**src/rtl/clk_en_pkg.sv**
```systemverilog
// Shared types and constants for the clock-enable scheduler.
package clk_en_pkg;

   typedef enum logic [1:0] {RUN, DRAIN, PAUSED} state_t;

   localparam int ACC_W_DEF = 16;
   localparam int CNT_W     = 8;

endpackage

```
**src/rtl/cen_chan.sv**
```systemverilog
// One channel divider: turns every DIV-th base tick into a one-cycle enable.
module cen_chan
   import clk_en_pkg::*;
#(
   parameter int DIV    = 1,
   parameter int OFFSET = 0
) (
   input  logic ref_clk,
   input  logic reset_n,
   input  logic tick,
   input  logic hold,
   output logic cen,
   output logic fire
);

   localparam logic [CNT_W-1:0] LAST = CNT_W'(DIV - 1);

   logic [CNT_W-1:0] cnt;

   // Combinational look-ahead of cen, so the pause FSM can stop on this boundary.
   assign fire = tick && !hold && (cnt == LAST);

   always_ff @(posedge ref_clk) begin
      if (!reset_n) begin
         cnt <= CNT_W'(OFFSET);
         cen <= 1'b0;
      end else if (hold || !tick) begin
         cen <= 1'b0;
      end else begin
         cen <= (cnt == LAST);
         cnt <= (cnt == LAST) ? '0 : cnt + 1'b1;
      end
   end

endmodule

```
**src/rtl/cen_scheduler.sv**
```systemverilog
// Fractional base-tick generator with three phased channel enables,
// a shadowed rate config and a pause handshake aligned to CPU enables.
module cen_scheduler
   import clk_en_pkg::*;
#(
   parameter int ACC_W   = ACC_W_DEF,
   parameter int NUM_DEF = 1,
   parameter int DEN_DEF = 12,
   parameter int DIV_A   = 1,
   parameter int DIV_B   = 2,
   parameter int DIV_C   = 4,
   parameter int OFF_A   = 0,
   parameter int OFF_B   = 0,
   parameter int OFF_C   = 0
) (
   input  logic             ref_clk,
   input  logic             reset_n,
   input  logic             cfg_we,
   input  logic [ACC_W-1:0] cfg_num,
   input  logic [ACC_W-1:0] cfg_den,
   output logic             cfg_pending,
   output logic             cfg_err,
   input  logic             pause_req,
   output logic             pause_ack,
   output logic             cen_base,
   output logic             cen_a,
   output logic             cen_b,
   output logic             cen_c
);

   state_t           state, state_nxt;
   logic [ACC_W-1:0] num, den, acc, sh_num, sh_den;
   logic [ACC_W:0]   sum;
   logic             tick, hold, cfg_bad;
   logic             fire_a, unused_fire_b, unused_fire_c;

   assign hold    = (state == PAUSED);
   assign sum     = {1'b0, acc} + {1'b0, num};
   assign tick    = !hold && (sum >= {1'b0, den});
   assign cfg_bad = (cfg_num == '0) || (cfg_den == '0) || (cfg_num > cfg_den);

   always_comb begin
      state_nxt = state;
      case (state)
         RUN:     if (pause_req) state_nxt = DRAIN;
         DRAIN:   if (!pause_req) state_nxt = RUN;
                  else if (fire_a) state_nxt = PAUSED;
         PAUSED:  if (!pause_req) state_nxt = RUN;
         default: state_nxt = RUN;
      endcase
   end

   always_ff @(posedge ref_clk) begin
      if (!reset_n) begin
         state       <= RUN;
         num         <= ACC_W'(NUM_DEF);
         den         <= ACC_W'(DEN_DEF);
         acc         <= '0;
         sh_num      <= '0;
         sh_den      <= '0;
         cfg_pending <= 1'b0;
         cfg_err     <= 1'b0;
         pause_ack   <= 1'b0;
         cen_base    <= 1'b0;
      end else begin
         state     <= state_nxt;
         pause_ack <= hold;
         cen_base  <= tick;
         cfg_err   <= cfg_we && cfg_bad;
         if (!hold)
            acc <= tick ? ACC_W'(sum - {1'b0, den}) : sum[ACC_W-1:0];
         // The current tick finishes on the old rate; the new rate starts from phase 0.
         if (cfg_pending && (tick || hold)) begin
            num         <= sh_num;
            den         <= sh_den;
            acc         <= '0;
            cfg_pending <= 1'b0;
         end
         if (cfg_we && !cfg_bad) begin
            sh_num      <= cfg_num;
            sh_den      <= cfg_den;
            cfg_pending <= 1'b1;
         end
      end
   end

   cen_chan #(.DIV(DIV_A), .OFFSET(OFF_A)) u_chan_a (
      .ref_clk(ref_clk), .reset_n(reset_n), .tick(tick), .hold(hold),
      .cen(cen_a), .fire(fire_a));

   cen_chan #(.DIV(DIV_B), .OFFSET(OFF_B)) u_chan_b (
      .ref_clk(ref_clk), .reset_n(reset_n), .tick(tick), .hold(hold),
      .cen(cen_b), .fire(unused_fire_b));

   cen_chan #(.DIV(DIV_C), .OFFSET(OFF_C)) u_chan_c (
      .ref_clk(ref_clk), .reset_n(reset_n), .tick(tick), .hold(hold),
      .cen(cen_c), .fire(unused_fire_c));

endmodule

```
**config.mk**
```make
export PLATFORM = sky130hd
export DESIGN_NAME = cen_scheduler
export DESIGN_NICKNAME = d
export VERILOG_FILES = /design/src/rtl/clk_en_pkg.sv /design/src/rtl/cen_chan.sv /design/src/rtl/cen_scheduler.sv
export SDC_FILE = /design/constraint.sdc
export NUM_CORES = 1
export LEC_CHECK = 0
export ABC_AREA = 1
export CORE_UTILIZATION = 46
export CTS_BUF_LIST = sky130_fd_sc_hd__clkbuf_16
export CTS_CLUSTER_SIZE = 28
export DETAILED_ROUTE_END_ITERATION = 12
export GPL_TIMING_DRIVEN = 0
export SKIP_CTS_REPAIR_TIMING = 1
export SYNTH_ARGS = -nofsm -noshare
export SYNTH_HDL_FRONTEND = slang
export SYNTH_SLANG_ARGS = --single-unit
```
**constraint.sdc**
```tcl
create_clock -name ref_clk -period 7.61 [get_ports ref_clk]
set_input_delay 1.522 -clock ref_clk [delete_from_list [all_inputs] [get_ports ref_clk]]
set_output_delay 1.522 -clock ref_clk [all_outputs]
set_load 0.02 [all_outputs]
```
# Word-level counts from Yosys, hierarchy flattened
# Cells that the tools add are included.
[classes] n_addsub=5 n_lt_le_gt_ge=2 n_eq_ne=7 mux=11 n_bitwise=1 n_reduce_logical=21
[ops] operator="logical NOT 16 bit" n=2
[ops] operator="adder 8 x 1 -> 8 bit (second input constant)" n=3
[ops] operator="two-way mux 8 bit" n=3
[ops] operator="adder 16 x 16 -> 17 bit" n=1
[ops] operator="greater-or-equal comparator 17 x 16 -> 1 bit" n=1
[ops] operator="> comparator 16 bit" n=1
[ops] operator="two-way mux 16 bit" n=1
[ops] operator="subtractor 16 bit" n=1
[ops] operator="equality test 8 x 1 -> 1 bit (second input constant)" n=1
[ops] operator="equality test 8 x 2 -> 1 bit (second input constant)" n=1
[ops] operator="logical NOT 8 bit" n=1
[ops] operator="two-way mux 2 bit" n=4
[ops] operator="logical AND 1 bit" n=6
[ops] operator="one-hot mux 2 bit (3 select lines)" n=1
[ops] operator="logical OR 1 bit" n=4
[ops] operator="!= test 2 bit (second input constant)" n=2
[ops] operator="OR reduction 2 bit" n=2
[ops] operator="logical NOT 1 bit" n=3
[ops] operator="!= test 3 bit (second input constant)" n=1
[ops] operator="AND reduction 3 bit" n=1
[ops] operator="equality test 2 x 1 -> 1 bit (second input constant)" n=1
[ops] operator="equality test 2 bit (second input constant)" n=1
[ops] operator="logical NOT 2 bit" n=1
[ops] operator="two-way mux 1 bit" n=2
[ops] operator="2 further kinds" n=2
[word_totals] regBits=113 inputBits=36 out_inout_bits=7

# Longest topological paths before layout
# Gate-level depths: netlist of the first run.
[logic_depth] depth_word=8 mapped_depth=25

# Modules after synthesis
# Synthesis of the first run repeated with hierarchy kept, for this count alone.
[hier_totals] hier_cells=1270 area_unflattened_um2=7926.4
[by_module_without_submodules] module="cen_scheduler" n_inst=1 cells_per_inst=1071 area_per_inst_um2=6511.2
[by_module_without_submodules] module="cen_chan (u_chan_a)" n_inst=1 cells_per_inst=68 area_per_inst_um2=478.0
[by_module_without_submodules] module="cen_chan (u_chan_b)" n_inst=1 cells_per_inst=67 area_per_inst_um2=474.2
[by_module_without_submodules] module="cen_chan (u_chan_c)" n_inst=1 cells_per_inst=64 area_per_inst_um2=462.9

# Least setup slack after synthesis of the first run
# Ideal clock, no wire load.
[synth_timing] kind="reg-to-reg" startpoint="reg num[0]" endpoint="reg u_chan_b.cnt[0]" setup_time_ps=142 arrival_ps=2976 required_ps=7468 path_slack_ps=4492 stages_incl_launch_ff=22 path_buffers=2 synth_period_minus_slack_ps=3118 cell_sequence="dfxtp_1 ha_1 fa_1 nand3_1 nand2_2 nand2_1 nand2_1 xnor2_1 inv_1 ha_1 nand2_1 nor2_1 and2_1 nand2_2 nand2_2 nand2_4 nand2_8 nand2_8 buf_8 buf_8 nand2_2 a21oi_2"
[synth_via] elab_chain_len=5
[synth_rtl] item="start, declared" line_no="cen_scheduler.sv:32" text="logic [ACC_W-1:0] num, den, acc, sh_num, sh_den;"
[synth_rtl] item="start signal, assigned" line_no="cen_scheduler.sv:56" text="num <= ACC_W'(NUM_DEF);"
[synth_rtl] item="start signal, assigned" line_no="cen_scheduler.sv:74" text="num <= sh_num;"
[synth_rtl] item="adder 16 x 16 -> 17 bit" line_no="cen_scheduler.sv:38" text="assign sum = {1'b0, acc} + {1'b0, num};"
[synth_rtl] item="greater-or-equal comparator 17 x 16 -> 1 bit" line_no="cen_scheduler.sv:39" text="assign tick = !hold && (sum >= {1'b0, den});"
[synth_rtl] item="logical AND 1 bit" line_no="cen_scheduler.sv:39"
[synth_rtl] item="logical NOT 1 bit" line_no="cen_chan.sv:27" text="end else if (hold || !tick) begin"
[synth_rtl] item="logical OR 1 bit" line_no="cen_chan.sv:27"
[synth_rtl] item="end signal, assigned" line_no="cen_chan.sv:25" text="cnt <= CNT_W'(OFFSET);"
[synth_rtl] item="end signal, assigned" line_no="cen_chan.sv:31" text="cnt <= (cnt == LAST) ? '0 : cnt + 1'b1;"
[synth_rtl] item="end, declared" line_no="cen_chan.sv:18" text="logic [CNT_W-1:0] cnt;"
# Every way passes these cells.
# A chain may end at the register's enable or synchronous reset.

# Worst setup path in the final report of the first run
[layout_timing] startpoint="reg num[0]" endpoint="reg acc[13]"
[layout_via] elab_chain_len=6
[layout_rtl] item="adder 16 x 16 -> 17 bit *" line_no="cen_scheduler.sv:38"
[layout_rtl] item="greater-or-equal comparator 17 x 16 -> 1 bit" line_no="cen_scheduler.sv:39"
[layout_rtl] item="logical AND 1 bit" line_no="cen_scheduler.sv:39"
[layout_rtl] item="logical OR 1 bit" line_no="cen_scheduler.sv:73" text="if (cfg_pending && (tick || hold)) begin"
[layout_rtl] item="logical AND 1 bit" line_no="cen_scheduler.sv:73"
[layout_rtl] item="OR reduction 2 bit (no line)"
[layout_rtl] item="end signal, assigned" line_no="cen_scheduler.sv:71" text="acc <= tick ? ACC_W'(sum - {1'b0, den}) : sum[ACC_W-1:0];"
[layout_rtl] item="end, declared" line_no="cen_scheduler.sv:32"
# Every way passes the cells marked *; elsewhere a longest branch is shown, timed or not.

==> flow_summary.yaml, run 1 <==
timing:
  worst_pin_slew_ps: 750.9
  fin_setup_tns_ps: 0
  rsz0062_at_grt: "no"
  slew_headroom_pct: 49.94
  fmax_mhz: 269.5
  setup_violations: 0
  skew_ps: 10.53
  fin_crit_sh_pct: 48.77
  drv_slew: 0
  hold_viol: 0
  finalCriticalPeriod_ps: 3711
drt:
  drtIter0Drc: 449
  finalWirelength_um: 20340
  dr_total_vias: 7372
  drc: 0
  avgViaCountPerCell: 4.796
  firstDrtPassIters: 5
  antenna_left: 0
  wire_per_inst_um: 13.24
cts:
  worstSkewPairLatency_ps: 420
  htreeDepth: 4
  clockRootBuffer: "clkbuf_16"
  cts.sinks: 113
  cts_buffers: 17
  cts_tree: "yes"
  clk_pin_slew_worst_paths_ps: 60
  clock_path_buffers: 2
die:
  core_area_um2: 16640
  chipWidth_um: 133.0
  rows: 47
  ioPinCount: 43
  start_util_pct: 47.42
  die_h_um: 133.0
  die-area_um2: 17680
setup_path:
  startpoint_type: "flip-flop"
  crit_family: "simple AND/OR/NAND/NOR gates"
  cp.required_ps: 7910
  crit_fanout: 10
  slowest_delay_ps: 440
  setup.worst_path.class: "flip-flop to flip-flop"
  reg2reg_slack_ps: 3900
  cp.arrival_ps: 4010
  crit_top_cell: "nand2_1"
  critPathSlowestCell: "fa_1"
  cp-end-kind: "flip-flop"
  worst-path-buf-inv: 2
  crit_chain: "ha_1 > fa_1 > nand3_1 > nand2_2 > nand2_1 > nand2_1 > xnor2_1 > inv_1 > ha_1 > nand2_1 > nand2_1 > nand2_1 > nand2_1 > a21oi_1 > nand2_2 > nand2_4 > nand2_8 > nand2_8 > buf_2 > nand2_1 > nand2_1 > a21oi_1"
logic_synthesis:
  ys_top_cells_by_count: "nand2_1 (346), inv_1 (227), nor2_1 (137)"
  synth-seq-cells: 113
  syn_area_um2: 7891
  synth_cell_types: 42
  async_flop_share_pct: 0
  synth_area_leaders: "dfxtp_1 (29%), nand2_1 (16%), inv_1 (11%)"
  synth-main-ff-cell: "dfxtp_1"
  seq_area_frac_synth_pct: 28.67
  post-synth-top-count-cell: "nand2_1"
  avgSynthCellArea_um2: 6.338
  syn_inst: 1245
  synth_top_area_cell: "dfxtp_1"
  yosysWarningCount: 0
  synth_top_area_share_pct: 28.67
  synth_edf_count: 0
  syn_nets: 1336
layout:
  post-route-cell-area_um2: 9188
  drive_gt1_share_pct: 7.897
  num-fill-cells: 1714
  final_nets: 1395
  area_growth_pct: 16.43
  diodes: 0
  regArea_um2: 2262
  multi_input_area_um2: 4522
placement:
  dp_hpwl_um: 16110
  gp_congestion: 0.8857
  place_area_um2: 8567
  port_buffers: 40
grt:
  grt.total_usage_pct: 24.62
  grt.overflow.total: 0
  grt_max_degree: 17
  grt_pass1_vias: 6843
  antenna_found_initial: 0
  grt_pass1_wl_um: 34040
job:
  drv_cap: 0
status:
  status: "finished clean"
min_path:
  holdCritPathClass: "flip-flop to flip-flop"
## cell families after synthesis
group / Yosys count / share of synthesized area (%)
adder cells (fa/ha/maj): 55 / 8.911
XOR/XNOR: 29 / 3.219
flip-flops: 113 / 28.67
AND/OR/NAND/NOR: 685 / 38.62
buffers and inverters: 279 / 14.03
AO/OA/AOI/OAI: 84 / 6.548
## layer usage
metal  vias to the layer above  wire [µm]  GRT usage, %  part of all wire [%]
li1                       4005          -             -                     -
met5                         -          0             0                     0
met4                         0        318         8.301                   1.6
met3                        21        601         3.448                   3.0
met2                       120       9120         39.15                    45
met1                      3226      10300         34.00                    51
## worst paths after layout
check | endpoint | cells past startpoint | from
max | acc[13] | 22 | num[0]
min | den[2] | 2 | sh_den[2]
max reg2reg | acc[13] | 22 | num[0]
min reg2reg | den[2] | 2 | sh_den[2]
## layout make-up
type | count | area share (%)
Clock buffer | 17 | 4.630
Multi-Input combinational cell | 853 | 49.22
Buffer | 46 | 2.519
Timing Repair Buffer | 40 | 4.358
Sequential cell | 113 | 24.62
Clock inverter | 15 | 2.124
Inverter | 233 | 9.533
Tap cell | 220 | 2.996
## worst min-delay path: cells and delay by family, from the launching register on
kind	cells	cell delay, ps
flops	1	330
simple gates	2	100
## placed cells by master, fill, tap and decap left out, types with 8 or more instances in the layout
cell type        count
clkbuf_1            22
buf_2                8
xnor2_1              8
clkbuf_16           17
a21oi_1             46
nor2_1             137
buf_1                9
nand3_1             87
dfxtp_1            113
nand2_2             22
ha_1                53
nand2_1            346
a21oi_2             19
o21ai_0             11
xor2_1              21
nand4_1             64
clkdlybuf4s50_1     40
inv_1              229
## registers in the layout, indices dropped and copies added, names as in the netlist
register and cells:
acc 16, den 16, num 16, sh_den 16, sh_num 16, u_chan_a.cnt 8
u_chan_b.cnt 8, u_chan_c.cnt 8, state 2, cen_base 1, cfg_err 1, cfg_pending 1
pause_ack 1, u_chan_a.cen 1, u_chan_b.cen 1, u_chan_c.cen 1
## per-stage QoR
| stage | worst slack, ps | hold slack (ps) | cells | util, % |
|---|---|---|---|---|
| 2_1_floorplan | 4492 | 428.9 | 1245 | - |
| 3_3_place_gp | 3532 | 443.3 | 1505 | 51.48 |
| 3_5_place_dp | 3519 | 448.7 | 1505 | 51.48 |
| 4_1_cts | 3878 | 461.5 | 1537 | 55.21 |
| 5_1_grt | 3538 | 476.3 | 1537 | 55.21 |
| 6_report | 3899 | 462.1 | 1537 | 55.21 |
Power of run 1 is not shown: default switching activity piles up to over one toggle a cycle in this logic, so the estimate is an artifact.
==> inputs of run 2 (changes only) <==
==> constraint.sdc (replaced) <==
create_clock -name ref_clk -period 3.9 [get_ports ref_clk]
set_input_delay 0.78 -clock ref_clk [delete_from_list [all_inputs] [get_ports ref_clk]]
set_output_delay 0.78 -clock ref_clk [all_outputs]
set_load 0.02 [all_outputs]
==> flow_summary.yaml, run 2 (same netlist as run 1, synthesis figures left out) <==
die:
  die-area_um2: 17680
  chipWidth_um: 133.0
  start_util_pct: 47.42
  rows: 47
  ioPinCount: 43
  core_area_um2: 16640
  die_h_um: 133.0
drt:
  firstDrtPassIters: 5
  drc: 0
  wire_per_inst_um: 13.24
  finalWirelength_um: 20380
  drtIter0Drc: 472
  dr_total_vias: 7363
  antenna_left: 0
  avgViaCountPerCell: 4.784
layout:
  final_common_cell: "nand2_1"
  area_growth_pct: 16.85
  post-route-cell-area_um2: 9221
  final_cell_mix: "nand2_1 (346), inv_1 (229), nor2_1 (137)"
  num-fill-cells: 1710
  drive_gt1_share_pct: 8.264
  fin_cells: 1539
  final_nets: 1397
  diodes: 0
cts:
  cts.sinks: 113
  clockRootBuffer: "clkbuf_16"
  clk_pin_slew_worst_paths_ps: 60
  clock_path_buffers: 2
  cts_tree: "yes"
  cts_buffers: 17
  worstSkewPairLatency_ps: 420
  htreeDepth: 4
placement:
  dpl_worst_slack_ps: 173.7
  port_buffers: 40
  gp_congestion: 0.8857
  place_inst: 1505
  place_area_um2: 8567
  dp_hpwl_um: 16110
setup_path:
  r2r-start: "num[0]"
  reg2reg_slack_ps: 300
  setup.worst_path.class: "flip-flop to flip-flop"
  crit_fanout: 10
  cp.depth: 22
  cp-end-kind: "flip-flop"
  r2r_end: "acc[13]"
  critPathSlowestCell: "fa_2"
  setup.worst_path.end: "acc[13]"
  crit_top_cell: "nand2_1"
  cp.required_ps: 4200
  rr_worst_depth: 22
  worst-path-buf-inv: 3
  crit_chain: "ha_1 > fa_2 > nand3_1 > nand2_2 > nand2_1 > nand2_1 > xnor2_2 > inv_1 > ha_1 > nand2_1 > inv_1 > nand2_1 > nor2_1 > nand2_1 > nand3_2 > nor2_8 > nand2_8 > nand2_8 > clkbuf_4 > nand2_1 > nand2_1 > a21oi_1"
  crit_family: "simple AND/OR/NAND/NOR gates"
  worstSetupStartpoint: "num[0]"
  slowest_delay_ps: 390
  cp.arrival_ps: 3900
  startpoint_type: "flip-flop"
grt:
  grt_pass1_wl_um: 34040
  grt_pass1_vias: 6843
  grt_max_degree: 17
  antenna_found_initial: 0
  grt.overflow.total: 0
  grt.total_usage_pct: 24.62
timing:
  skew_ps: 10.36
  timing.hold.ws_ps: 458.3
  setup_ws_ps: 301.9
  setup_violations: 0
  fin_crit_sh_pct: 92.26
  finalCriticalPeriod_ps: 3598
  hold_viol: 0
  fmax_mhz: 277.9
  drv_slew: 0
  worst_pin_slew_ps: 750.6
  slew_headroom_pct: 49.96
job:
  drv_cap: 0
min_path:
  holdCritPathClass: "flip-flop to flip-flop"
status:
  status: "finished clean"
run 2: cell types whose count changed in the layout (fill, tap and decap cells not counted), sizes merged:
cell    delta
buf        +1
clkbuf     +1
clkinv     -1
inv        +1
run 2: worst min-delay path by stage:
stage | start | to | cells past startpoint
6_report | sh_num[0] | num[0] | 2
5_1_grt | sh_den[2] | den[2] | 2
4_1_cts | sh_num[0] | num[0] | 2
3_5_place_dp | sh_num[0] | num[0] | 2
3_3_place_gp | sh_den[2] | den[2] | 2
2_1_floorplan | sh_den[2] | den[2] | 2
run 2: area by class of cell:
| class | count | area (µm²) | share of cell area [%] |
|---|---|---|---|
| plain buffers | 46 | 236.5 | 2.564 |
| flip-flops and latches | 113 | 2262 | 24.53 |
| clock inverters | 15 | 195.2 | 2.117 |
| inverters | 233 | 877.1 | 9.512 |
| repair buffers | 42 | 415.4 | 4.505 |
| multi-input cells | 853 | 4534 | 49.17 |
| well taps | 220 | 275.3 | 2.985 |
| clock buffers | 17 | 425.4 | 4.613 |
run 2: metal layers:
layer / vias up / global-route usage (%) / share of wire (%)
met4: 0 / 8.301 / 1.5
li1: 4014 / - / -
met1: 3207 / 34.00 / 51
met3: 22 / 3.448 / 2.9
met5: - / 0 / 0
met2: 120 / 39.15 / 45
run 2: worst reg2reg max path, delay by kind of cell, from the launching register on:
family	cells	cell delay, ps
buffers and inverters	3	370
adders and majority gates	3	990
DFF	1	330
and+or+nand+nor	14	1550
AOI/OAI and AO/OA	1	70
xor gates and xnor gates	1	160
run 2: through the flow:
stage	utilization, %	setup TNS, ps
2_1_floorplan	-	0
3_3_place_gp	51.48	0
3_5_place_dp	51.48	0
4_1_cts	55.21	0
5_1_grt	55.41	-16.12
6_report	55.41	0
Power of run 2 is left out for the same reason.
==> inputs of run 3 (changes only) <==
--- a/config.mk
+++ b/config.mk
@@ -5,8 +5,7 @@
 export SDC_FILE = /design/constraint.sdc
 export NUM_CORES = 1
 export LEC_CHECK = 0
-export ABC_AREA = 1
-export CORE_UTILIZATION = 46
+export CORE_UTILIZATION = 45
 export CTS_BUF_LIST = sky130_fd_sc_hd__clkbuf_16
 export CTS_CLUSTER_SIZE = 28
 export DETAILED_ROUTE_END_ITERATION = 12
==> flow_summary.yaml, run 3 <==
timing:
  timing.hold.ws_ps: 479.3
  hold_viol: 0
  fmax_mhz: 213.0
  setup_violations: 79
  fin_crit_sh_pct: 120.4
  slew_headroom_pct: 27.61
  worst_pin_slew_ps: 1086
  fin_setup_tns_ps: -53920
  setup_ws_ps: -795.2
  finalCriticalPeriod_ps: 4695
  drv_slew: 0
  rsz0062_at_grt: "yes"
  skew_ps: 8.174
drt:
  drtIter0Drc: 301
  drc: 0
  avgViaCountPerCell: 5.577
  antenna_left: 0
  wire_per_inst_um: 18.27
  firstDrtPassIters: 6
  finalWirelength_um: 18600
  dr_total_vias: 5677
layout:
  final_cell_mix: "dfxtp_1 (110), mux2i_1 (64), nor2b_1 (63)"
  fin_util_pct: 63.31
  final_nets: 916
  diodes: 0
  final_common_cell: "dfxtp_1"
  fin_cells: 1018
  num-fill-cells: 1173
  drive_gt1_share_pct: 18.85
  area_growth_pct: 36.33
  post-route-cell-area_um2: 8856
logic_synthesis:
  ys_top_cells_by_count: "dfxtp_1 (113), nor2_1 (65), mux2i_1 (64)"
  post-synth-top-count-cell: "dfxtp_1"
  synth_top_area_share_pct: 34.82
  synth_fa_ha_area_share_pct: 10.82
  seq_area_frac_synth_pct: 34.82
  synth-main-ff-cell: "dfxtp_1"
  synth_area_leaders: "dfxtp_1 (35%), ha_1 (10%), mux2i_1 (9.9%)"
  yosys.area_share.xor_xnor_pct: 5.663
  syn_area_um2: 6496
  syn_inst: 728
  synth_top_family_by_area: "simple AND/OR/NAND/NOR gates"
  yosysWarningCount: 0
  avgSynthCellArea_um2: 8.923
  syn_nets: 819
  async_flop_share_pct: 0
  synth-compound-area-share_pct: 12.54
  yosys.area_share.simple_pct: 21.71
  synth-seq-cells: 113
  synth_cell_types: 58
  synth.area.mux_share_pct: 9.861
  synth_top_area_cell: "dfxtp_1"
  synth_edf_count: 0
cts:
  htreeDepth: 4
  cts_tree: "yes"
  cts.sinks: 113
  cts_buffers: 17
  clk_pin_slew_worst_paths_ps: 60
  clockRootBuffer: "clkbuf_16"
  clock_path_buffers: 2
  worstSkewPairLatency_ps: 430
setup_path:
  cp-end-kind: "flip-flop"
  startpoint_type: "flip-flop"
  cp.required_ps: 4220
  crit_fanout: 5
  crit_chain: "ha_4 > fa_2 > a211oi_4 > o21ai_2 > a21oi_4 > o21ba_4 > buf_4 > xnor2_1 > ha_1 > nand4_1 > nor4_4 > a2111oi_2 > nand2_1 > a41oi_4 > o21ai_4 > o21ai_4 > buf_6 > clkbuf_16 > mux2i_1 > nor2b_1"
  cp.arrival_ps: 5020
  r2r-start: "num[0]"
  reg2reg_slack_ps: -800
  crit_top_cell: "o21ai_4"
  critPathSlowestCell: "ha_1"
  slowest_delay_ps: 440
  setup.worst_path.class: "flip-flop to flip-flop"
  r2r_end: "num[3]"
  rr_worst_depth: 20
grt:
  grt_pass1_wl_um: 26580
  grt_max_degree: 17
  grt.total_usage_pct: 23.60
  grt.overflow.total: 0
  grt_pass1_vias: 5258
  antenna_found_initial: 0
placement:
  place_inst: 950
  port_buffers: 42
  place_area_um2: 7272
  dp_hpwl_um: 12660
  gp_congestion: 0.8953
min_path:
  holdCritPathClass: "flip-flop to flip-flop"
  hold_start: "sh_den[2]"
  hold_path_depth: 2
  hold_end: "den[2]"
die:
  core_area_um2: 13990
  die-area_um2: 14920
  chipWidth_um: 122.2
  start_util_pct: 46.44
  rows: 43
  die_h_um: 122.2
  ioPinCount: 43
status:
  violations: "negative setup slack"
  status: "complete, but fails checks"
power_and_ir_drop:
  ir_drop_mv: 0.6801
  p_per_area_nw_per_um2: 968.0
  leakagePower_nw: 3.815
job:
  drv_cap: 0
## run 3: cell types whose count changed after synthesis, moves of 11 or more
cell	change
a211oi_1	+15
a21oi_1	-20
a21oi_2	-19
inv_1	-184
mux2i_1	+64
nand2_1	-307
nand2_2	-21
nand3_1	-67
nand4_1	-49
nor2_1	-72
nor2b_1	+63
nor3_1	+22
xnor2_1	+24
xor2_1	-11
## run 3: report_power, final
part / switching, mW / total [mW] / internal [mW] / leakage [nW]
clock network: 0.577 / 1.64 / 1.06 / 0.301
registers: 0.129 / 1.47 / 1.34 / 0.923
logic: 2.79 / 5.47 / 2.68 / 2.59
## run 3: worst max path at each step
stage	start	slack, ps	endpoint	cells past startpoint
2_1_floorplan	acc[0]	-120	u_chan_a.cnt[5]	18
3_3_place_gp	num[1]	-980	acc[3]	19
3_5_place_dp	num[1]	-1070	acc[11]	19
4_1_cts	num[1]	-1100	acc[11]	19
5_1_grt	num[0]	-960	u_chan_c.cnt[2]	20
6_report	num[0]	-800	num[3]	20
## run 3: worst max-delay path: cells and delay by family (launching register included)
family / cells / cell delay, ps
DFF: 1 / 330
and+or+nand+nor: 4 / 520
buffers and inverters: 3 / 460
AOI/OAI and AO/OA: 8 / 1810
adders and majority gates: 3 / 1030
muxes: 1 / 190
xor gates and xnor gates: 1 / 260
## run 3: metal layers
| layer | global-route usage (%) | routed length [µm] |
|---|---|---|
| met1 | 28.16 | 7877 |
| met2 | 39.16 | 9269 |
| met3 | 5.946 | 830 |
| met5 | 0 | 0 |
| met4 | 11.89 | 625 |
## run 3: logic make-up after synthesis
kind of cell | after synthesis
compound gates | 117
xor+xnor | 42
fa+ha+maj | 55
buf+inv | 68
flops | 113
mux | 64
simple gates | 269
## run 3: cell type report
type / count / area [µm²] / area share, %
multi-input cells: 547 / 4509 / 50.92
clock inverters: 15 / 191.4 / 2.162
flip-flops and latches: 113 / 2266 / 25.59
well taps: 180 / 225.2 / 2.543
repair buffers: 78 / 852.1 / 9.621
clock buffers: 17 / 425.4 / 4.804
inverters: 43 / 161.4 / 1.823
plain buffers: 25 / 225.2 / 2.543
## run 3: metrics by stage
stage                     total power, mW  setup WS (ps)
final                               8.573         -795.2
after global placement              4.564         -984.7
after detailed placement            4.605          -1074
after floorplan                     3.858         -121.0
after CTS                           6.275          -1098
after global routing                8.971         -955.8
Note: power is estimated with default switching activity, not from simulation.
